### src/rtl/fir_pkg.sv
// Shared definitions for the FIR tap engine.
//   - fir_state_t : sequencer state encoding (IDLE, WRITE, READ, DRAIN, OUT)
//   - clog2       : ceiling log2 for parameter derivation
//   - acc_width   : accumulator width, DWIDTH + CWIDTH + clog2(NTAPS)
package fir_pkg;

    typedef enum logic [2:0] {
        S_IDLE  = 3'd0,
        S_WRITE = 3'd1,
        S_READ  = 3'd2,
        S_DRAIN = 3'd3,
        S_OUT   = 3'd4
    } fir_state_t;

    function automatic int clog2(input int value);
        int result;
        int v;
        result = 0;
        v = value - 1;
        while (v > 0) begin
            result = result + 1;
            v = v >> 1;
        end
        return result;
    endfunction

    // Wide enough that NTAPS full-scale products can never overflow.
    function automatic int acc_width(input int dwidth, input int cwidth, input int ntaps);
        return dwidth + cwidth + clog2(ntaps);
    endfunction

endpackage

### src/rtl/fir_mac.sv
// Signed multiply-accumulate for the FIR tap engine.
// Ports:
//   clk, rst_n   : clock, asynchronous active-low reset
//   i_clear      : zero the accumulator (has priority over i_en)
//   i_en         : add the current product on this clock
//   i_mask       : product is treated as zero (tap beyond filled history)
//   i_sample     : signed sample operand
//   i_coef       : signed coefficient operand
//   o_acc_next   : value the accumulator takes at the next edge when enabled;
//                  equals the held accumulator when i_en is low
module fir_mac
    import fir_pkg::*;
#(
    parameter int DWIDTH = 8,
    parameter int CWIDTH = 8,
    parameter int ACCW   = 20
)(
    input  logic                     clk,
    input  logic                     rst_n,
    input  logic                     i_clear,
    input  logic                     i_en,
    input  logic                     i_mask,
    input  logic signed [DWIDTH-1:0] i_sample,
    input  logic signed [CWIDTH-1:0] i_coef,
    output logic signed [ACCW-1:0]   o_acc_next
);

    localparam int PW = DWIDTH + CWIDTH;

    logic signed [PW-1:0]   w_prod;
    logic signed [ACCW-1:0] w_prod_ext;
    logic signed [ACCW-1:0] w_acc_next;
    logic signed [ACCW-1:0] r_acc;

    assign w_prod     = i_sample * i_coef;
    assign w_prod_ext = {{(ACCW-PW){w_prod[PW-1]}}, w_prod};

    always_comb begin
        w_acc_next = r_acc;
        if (i_en && !i_mask) begin
            w_acc_next = r_acc + w_prod_ext;
        end
    end

    always_ff @(posedge clk or negedge rst_n) begin
        if (!rst_n) begin
            r_acc <= '0;
        end else if (i_clear) begin
            r_acc <= '0;
        end else begin
            r_acc <= w_acc_next;
        end
    end

    assign o_acc_next = w_acc_next;

endmodule

### src/rtl/fir_tap_engine.sv
// FIR tap sequencer and MAC engine around an external dual-port sample RAM.
// Each accepted sample is written at a circular pointer, then the newest
// NTAPS samples are read back and multiplied by c[k] from an external
// registered coefficient store; one result is emitted per input sample.
// Optional feature macro: FIR_TAP_RNDSAT_EN -- when defined, out_data is
// DWIDTH wide, rounded by 2^(SHIFT-1), shifted right by SHIFT and saturated.
// Ports:
//   clk, rst_n                     : clock, asynchronous active-low reset
//   in_valid/in_ready/in_data      : input sample handshake
//   ram_we/ram_waddr/ram_wdata     : RAM write port
//   ram_re/ram_raddr/ram_q         : RAM read port, 1-cycle read latency
//   coef_addr/coef_q               : coefficient store, 1-cycle latency
//   out_valid/out_ready/out_data   : result handshake
module fir_tap_engine
    import fir_pkg::*;
#(
    parameter int DWIDTH = 8,
    parameter int AWIDTH = 8,
    parameter int CWIDTH = 8,
    parameter int NTAPS  = 16,
    parameter int SHIFT  = CWIDTH - 1,
    localparam int ACCW  = acc_width(DWIDTH, CWIDTH, NTAPS),
`ifdef FIR_TAP_RNDSAT_EN
    localparam int OUTW  = DWIDTH
`else
    localparam int OUTW  = ACCW
`endif
)(
    input  logic                     clk,
    input  logic                     rst_n,
    input  logic                     in_valid,
    output logic                     in_ready,
    input  logic signed [DWIDTH-1:0] in_data,
    output logic                     ram_we,
    output logic [AWIDTH-1:0]        ram_waddr,
    output logic [DWIDTH-1:0]        ram_wdata,
    output logic                     ram_re,
    output logic [AWIDTH-1:0]        ram_raddr,
    input  logic signed [DWIDTH-1:0] ram_q,
    output logic [AWIDTH-1:0]        coef_addr,
    input  logic signed [CWIDTH-1:0] coef_q,
    output logic                     out_valid,
    input  logic                     out_ready,
    output logic signed [OUTW-1:0]   out_data
);

    localparam int FILLW = clog2(NTAPS) + 1;
    localparam logic [AWIDTH-1:0] LAST_K = AWIDTH'(NTAPS - 1);

    generate
        if (NTAPS < 2 || NTAPS > (1 << AWIDTH) || SHIFT < 1 || SHIFT >= ACCW) begin : g_bad_params
            $error("fir_tap_engine: illegal parameter combination");
        end
    endgenerate

    fir_state_t              r_state;
    logic [AWIDTH-1:0]       r_wptr;
    logic [AWIDTH-1:0]       r_k;
    logic [FILLW-1:0]        r_fill;
    logic                    r_in_ready;
    logic                    r_ram_we;
    logic [AWIDTH-1:0]       r_ram_waddr;
    logic [DWIDTH-1:0]       r_ram_wdata;
    logic                    r_ram_re;
    logic [AWIDTH-1:0]       r_ram_raddr;
    logic [AWIDTH-1:0]       r_coef_addr;
    logic                    r_out_valid;
    logic signed [OUTW-1:0]  r_out_data;

    logic                    w_accept;
    logic                    w_mac_en;
    logic                    w_mask;
    logic [AWIDTH-1:0]       w_tap;
    logic signed [ACCW-1:0]  w_acc_next;
    logic signed [OUTW-1:0]  w_out;

    assign w_accept = (r_state == S_IDLE) && r_in_ready && in_valid;

    // RAM/coef data seen during READ k belongs to tap k-1; DRAIN sees the last tap.
    assign w_tap    = (r_state == S_DRAIN) ? LAST_K : (r_k - 1'b1);
    assign w_mac_en = ((r_state == S_READ) && (r_k != '0)) || (r_state == S_DRAIN);
    // Taps older than the number of samples written since reset read stale RAM.
    assign w_mask   = (32'(w_tap) >= 32'(r_fill));

    fir_mac #(
        .DWIDTH (DWIDTH),
        .CWIDTH (CWIDTH),
        .ACCW   (ACCW)
    ) u_mac (
        .clk        (clk),
        .rst_n      (rst_n),
        .i_clear    (w_accept),
        .i_en       (w_mac_en),
        .i_mask     (w_mask),
        .i_sample   (ram_q),
        .i_coef     (coef_q),
        .o_acc_next (w_acc_next)
    );

`ifdef FIR_TAP_RNDSAT_EN
    localparam logic signed [ACCW:0] RND_BIAS = (ACCW+1)'(1 << (SHIFT - 1));
    localparam logic signed [ACCW:0] SAT_MAX  = (ACCW+1)'((1 << (DWIDTH - 1)) - 1);
    localparam logic signed [ACCW:0] SAT_MIN  = -((ACCW+1)'(1 << (DWIDTH - 1)));

    logic signed [ACCW:0] w_biased;
    logic signed [ACCW:0] w_shifted;

    // One guard bit so the rounding bias cannot wrap the accumulator.
    always_comb begin
        w_biased  = $signed({w_acc_next[ACCW-1], w_acc_next}) + RND_BIAS;
        w_shifted = w_biased >>> SHIFT;
        if (w_shifted > SAT_MAX) begin
            w_out = {1'b0, {(DWIDTH-1){1'b1}}};
        end else if (w_shifted < SAT_MIN) begin
            w_out = {1'b1, {(DWIDTH-1){1'b0}}};
        end else begin
            w_out = w_shifted[DWIDTH-1:0];
        end
    end
`else
    assign w_out = w_acc_next;
`endif

    always_ff @(posedge clk or negedge rst_n) begin
        if (!rst_n) begin
            r_state     <= S_IDLE;
            r_wptr      <= '0;
            r_k         <= '0;
            r_fill      <= '0;
            r_in_ready  <= 1'b0;
            r_ram_we    <= 1'b0;
            r_ram_waddr <= '0;
            r_ram_wdata <= '0;
            r_ram_re    <= 1'b0;
            r_ram_raddr <= '0;
            r_coef_addr <= '0;
            r_out_valid <= 1'b0;
            r_out_data  <= '0;
        end else begin
            case (r_state)
                S_IDLE: begin
                    if (w_accept) begin
                        r_in_ready  <= 1'b0;
                        r_ram_we    <= 1'b1;
                        r_ram_waddr <= r_wptr;
                        r_ram_wdata <= in_data;
                        r_state     <= S_WRITE;
                    end else begin
                        r_in_ready  <= 1'b1;
                    end
                end
                S_WRITE: begin
                    r_ram_we    <= 1'b0;
                    r_ram_re    <= 1'b1;
                    r_ram_raddr <= r_wptr;
                    r_coef_addr <= '0;
                    r_k         <= '0;
                    if (r_fill != FILLW'(NTAPS)) begin
                        r_fill <= r_fill + 1'b1;
                    end
                    r_state     <= S_READ;
                end
                S_READ: begin
                    if (r_k == LAST_K) begin
                        r_ram_re <= 1'b0;
                        r_state  <= S_DRAIN;
                    end else begin
                        r_k         <= r_k + 1'b1;
                        r_ram_raddr <= r_wptr - (r_k + 1'b1);
                        r_coef_addr <= r_k + 1'b1;
                    end
                end
                S_DRAIN: begin
                    r_wptr      <= r_wptr + 1'b1;
                    r_out_valid <= 1'b1;
                    r_out_data  <= w_out;
                    r_state     <= S_OUT;
                end
                S_OUT: begin
                    if (out_ready) begin
                        r_out_valid <= 1'b0;
                        r_in_ready  <= 1'b1;
                        r_state     <= S_IDLE;
                    end
                end
                default: begin
                    r_state <= S_IDLE;
                end
            endcase
        end
    end

    assign in_ready  = r_in_ready;
    assign ram_we    = r_ram_we;
    assign ram_waddr = r_ram_waddr;
    assign ram_wdata = r_ram_wdata;
    assign ram_re    = r_ram_re;
    assign ram_raddr = r_ram_raddr;
    assign coef_addr = r_coef_addr;
    assign out_valid = r_out_valid;
    assign out_data  = r_out_data;

endmodule

### config.mk
export PLATFORM = sky130hd
export DESIGN_NAME = fir_tap_engine
export DESIGN_NICKNAME = d
export VERILOG_FILES = /design/src/rtl/fir_pkg.sv /design/src/rtl/fir_mac.sv /design/src/rtl/fir_tap_engine.sv
export SDC_FILE = /design/constraint.sdc
export NUM_CORES = 1
export LEC_CHECK = 0
export CORE_MARGIN = 8
export CORE_UTILIZATION = 45
export DETAILED_ROUTE_END_ITERATION = 16
export PLACE_DENSITY = 0.77
export SLEW_MARGIN = 20
export SYNTH_ARGS = -nofsm -noshare
export SYNTH_HDL_FRONTEND = slang
export SYNTH_SLANG_ARGS = --single-unit
### constraint.sdc
create_clock -name clk -period 4.3 [get_ports clk]
set_clock_uncertainty 0.05 [all_clocks]
set_input_delay 1.29 -clock clk [delete_from_list [all_inputs] [get_ports clk]]
set_output_delay 1.29 -clock clk [all_outputs]
set_load 0.02 [all_outputs]
==> results by stage <==
Critical path:
- Data on the critical path is required at its endpoint by 4520 ps.
- The sort of element at the end of the critical path is a flip-flop.
- At the worst endpoint, the arrival time is 5660 ps.
- Traced cell by cell, the critical path runs through clkbuf_4, nand2_1, fa_1, fa_1, inv_2, fa_1, fa_1, fa_2, ha_4, o21a_1, o31a_1, o31ai_4, o21ai_2, nor4b_2, o31ai_2, o21ai_1.
- STA classifies the critical path startpoint as an input port.
- The critical path starts at coef_q[4].
- The delay contributed by the slowest stage of the critical path is slightly below 600 ps.
- The startpoint identified for the worst register-to-register timing path is u_mac.r_acc[6]$_DFF_PN0_.
- Counting cells, the worst reg-to-reg path comes to 17.
- The dominant cell type by count on the critical path is fa_1.
- The critical-path maximum fanout is 8.
- The terminus of the critical flop-to-flop path is out_data[18]$_DFFE_PN0P_.
- Across all register-to-register paths, the minimum setup slack is -340 ps.
- Together, buffers and inverters on the worst path number 2.
- The kind of critical path is input port to flip-flop.
- The critical path's top delay family is adder cells.
- The slowest stage cell on the critical path is fa_1.

STA:
- Setup violations remaining at the end of the flow were counted as 30.
- In the post-route analysis, the smallest setup slack over all paths is -1136 ps.
- Across all hold checks on the routed design, the worst slack comes to about 430 ps.
- Dividing the final minimum period by the clock period gives 126.4%.
- At the pin with the least slew margin, the transition time is 973.7 ps.
- Measured against its own limit, the worst slew margin works out to between 30% and 40%.
- Static timing analysis puts the maximum clock frequency at approximately 0.18 GHz.
- Setup repair after global routing could not meet its margin everywhere.
- The max-slew violation total from the final report came to 0.
- The minimum clock period is between 5000 and 6000 ps.
- The final hold violation count is 0.

Clock tree:
- TritonCTS built the clock tree.
- In this run the number of H-tree levels came out at 3.
- The number of buffers created by CTS is 9.
- Clock-pin slew was measured on the worst setup and hold paths at around 70 ps.
- The clock sink count is 92.
- The clock network latency to the later pin of the worst-skew pair is ~350 ps.
- The buffer depth of the longest clock path is 2.
- The cell chosen for the clock root is clkbuf_16.
- The number of buffers added to fix hold violations after cts is 0.

Floorplan:
- The initial utilization of the core area, before any placement, comes to between 40% and 50%.
- After floorplanning, the core was sized to cover 17,720 um2.
- The overall die height is 149.4 um.
- The floorplan die width is ~150 um.
- The die covers 22,330 um2.
- In this run the count of I/O pins placed on the die edge is 84.
- The count of standard-cell rows is ~50.

Placed design:
- Input and output buffers added on the ports amount to 83.
- The post-DP HPWL is 14.98 mm.
- The global placer's final weighted congestion is 0.8591.
- The number of placed instances, taps included, is approximately 1,200.

Routing:
- The detail route stage leaves a number of antenna-violating nets equal to 0.
- Using the TritonRoute via totals, the vias-per-cell ratio works out to about 5.1.
- Summed over all layers, the routed wires come to just under 20 mm.
- The wire length on met3 is ~1.1 mm.
- The met2 wire length is roughly 9.6 mm.
- The total iterations of the first detailed-routing run is 4.
- The detailed-routing wirelength on met1 is between 8 and 9 mm.
- The remaining design rule violation count is 0.
- The number of DRC violations after detailed-routing iteration 0 is ~190.
- The via count of the routed design is between 6,000 and 7,000.
- The post-detailed-route wirelength per cell is approximately 17 um.
- In this run the top signal layer used is met4.

Hold path:
- The worst hold path terminates at out_data[0]$_DFFE_PN0P_.
- The path type of the worst min-delay path is flip-flop to flip-flop.
- In this run the most critical hold path is launched from out_data[0]$_DFFE_PN0P_.
- The instance count along the most critical hold path is 2.

Logic synthesis:
- The top cell type by area accounts for around 29% of the synthesized area.
- During synthesis, Yosys emitted a total of 0 warnings.
- Counting every instance in the synthesized netlist gives around 800.
- The post-synth net total is 999.
- Summing every instance area after synthesis gives about 8000 um2.
- Each instance of the synthesized netlist takes up on average 9.795 um2.
- The predominant post-synthesis flop cell is dfrtp_1.
- Sorting the synthesized cells by area gives the leading types as dfrtp_1 (29%), fa_1 (22%), ha_1 (10%), inv_1 (5.3%), nand2_1 (3.5%).
- Counting distinct cell types in the post-synthesis netlist gives 53.
- After synthesis, the share of flip-flops with an asynchronous set or reset is 100.0%.
- The number of synthesized flops with an enable pin is 0.
- The proportion of synthesized chip area in sequential cells is ~29%.
- The synthesized flop and latch total is a little over 90.
- The post-synthesis cell type with the largest combined area is dfrtp_1.

Flow run:
- The max-cap violation count is 0.

Global route:
- Entering global routing, the biggest net connects 79 pins.
- The number of global-route vias before repair is between 6,000 and 7,000.
- Global routing consumed, over all layers together, 18.43% of the routing resources.
- The initial antenna violation count was 0.
- For this run the aggregate overflow at the end of global routing stands at 0.
- The first global-routing pass estimated approximately 33 mm of wire.

Final layout:
- The number of antenna cells inserted is 0.
- After the last flow step, the layout net total stands at roughly 1,100.
- In the layout the commonest cells are inv_1 (98), dfrtp_1 (92), fa_1 (79).
- The fraction of final layout cells sized beyond drive strength 1 is about a quarter.
- The most frequent standard cell in the layout excluding fill and tap cells is inv_1.
- The final standard cell count with taps included and fillers excluded is roughly 1,200.
- Compared with the post-synthesis result, the final layout area differs by 32.82%.

Run status:
- The run finished, with violations left.
- The final reports fail on negative setup slack.
[cells by family after synthesis]
logic type	synth area share (%)
DFF	28.73
adders and majority gates	32.23
and+or+nand+nor	13.98
AOI/OAI and AO/OA	9.073
xor gates and xnor gates	4.700
buffers and inverters	6.871
muxes	4.419
[worst max-delay path by stage]
stage                     depth (start not counted)  slack [ps]                        to
after global placement                           17       -2010  out_data[18]$_DFFE_PN0P_
after CTS                                        17       -1090  out_data[18]$_DFFE_PN0P_
after global routing                             18       -1280  out_data[14]$_DFFE_PN0P_
final                                            16       -1140  out_data[18]$_DFFE_PN0P_
after floorplan                                  18       -1280  out_data[18]$_DFFE_PN0P_
after detailed placement                         17       -2100  out_data[18]$_DFFE_PN0P_
[worst register-to-register path, stage by stage (launching register included)]
cell,delay [ps]
dfrtp_1,370
inv_1,80
fa_1,530
inv_1,50
fa_1,490
inv_1,50
fa_2,550
inv_2,40
fa_2,330
fa_2,560
ha_4,220
o21a_1,180
o31a_1,170
o31ai_4,270
o21ai_2,110
nor4b_2,270
o31ai_2,130
o21ai_1,120
[metrics by stage]
stage                     util (%)  setup TNS [ps]  setup WS, ps  instance area, um2
after floorplan                  -          -28700         -1284                8222
after global placement       55.09          -55090         -2012                9761
after detailed placement     55.09          -57170         -2096                9761
after CTS                    58.90          -25780         -1094               10440
after global routing         60.07          -30580         -1278               10640
final                        60.07          -26040         -1136               10640
[layout make-up]
class	count	area, um2
clock buffers	9	225.2
clock inverters	6	65.06
fillers	1393	7076
inverters	114	432.9
multi-input cells	587	5837
flip-flops and latches	92	2302
well taps	229	286.5
repair buffers	164	1494
[registers in the layout (all words and copies together) (netlist names)]
signal / count
coef_addr: 8
in_ready: 1
out_data: 20
out_valid: 1
r_fill: 5
r_state: 3
r_wptr: 8
ram_raddr: 8
ram_re: 1
ram_waddr: 8
ram_wdata: 8
ram_we: 1
u_mac.r_acc: 20
[cells in the mapped netlist, types with 2 or more instances]
cell type    n
o22ai_1      3
a21o_1       4
o21ai_1      7
a211oi_1     6
buf_6        2
and2_1      38
a21oi_1     29
nand2b_1     6
nor2b_1      8
fa_1        89
nand3b_1     4
xor2_1      12
dfrtp_1     92
nor4b_1      2
nand4_1      6
inv_1      113
nor2_1      64
mux2_2      19
o31ai_1      4
nor4_1       4
xnor2_1     31
clkbuf_1    18
nor3_1       8
o21a_1       5
and3_1       4
nand2_1     74
a211o_1      2
nand3_1     11
or2_2        2
ha_1        64
o21ai_0     46
buf_2        5
mux2i_1     14
o21bai_1     3
[what timing repair did]
| action | 4_1_cts | 5_1_grt |
|---|---|---|
| setup endpoints to repair | 33 | 30 |
| gates cloned | 1 | 0 |
| gates resized for setup | 159 | 53 |
| pin swaps | 81 | 37 |
| setup buffers | 5 | 5 |
[routing by layer]
metal	up-vias	global-route usage, %
met5	-	0
met4	0	4.543
met3	23	4.657
met2	138	30.52
met1	3073	23.70
li1	2951	-
Power is not shown: default switching activity piles up to over one toggle a cycle in this logic, so the estimate is an artifact.
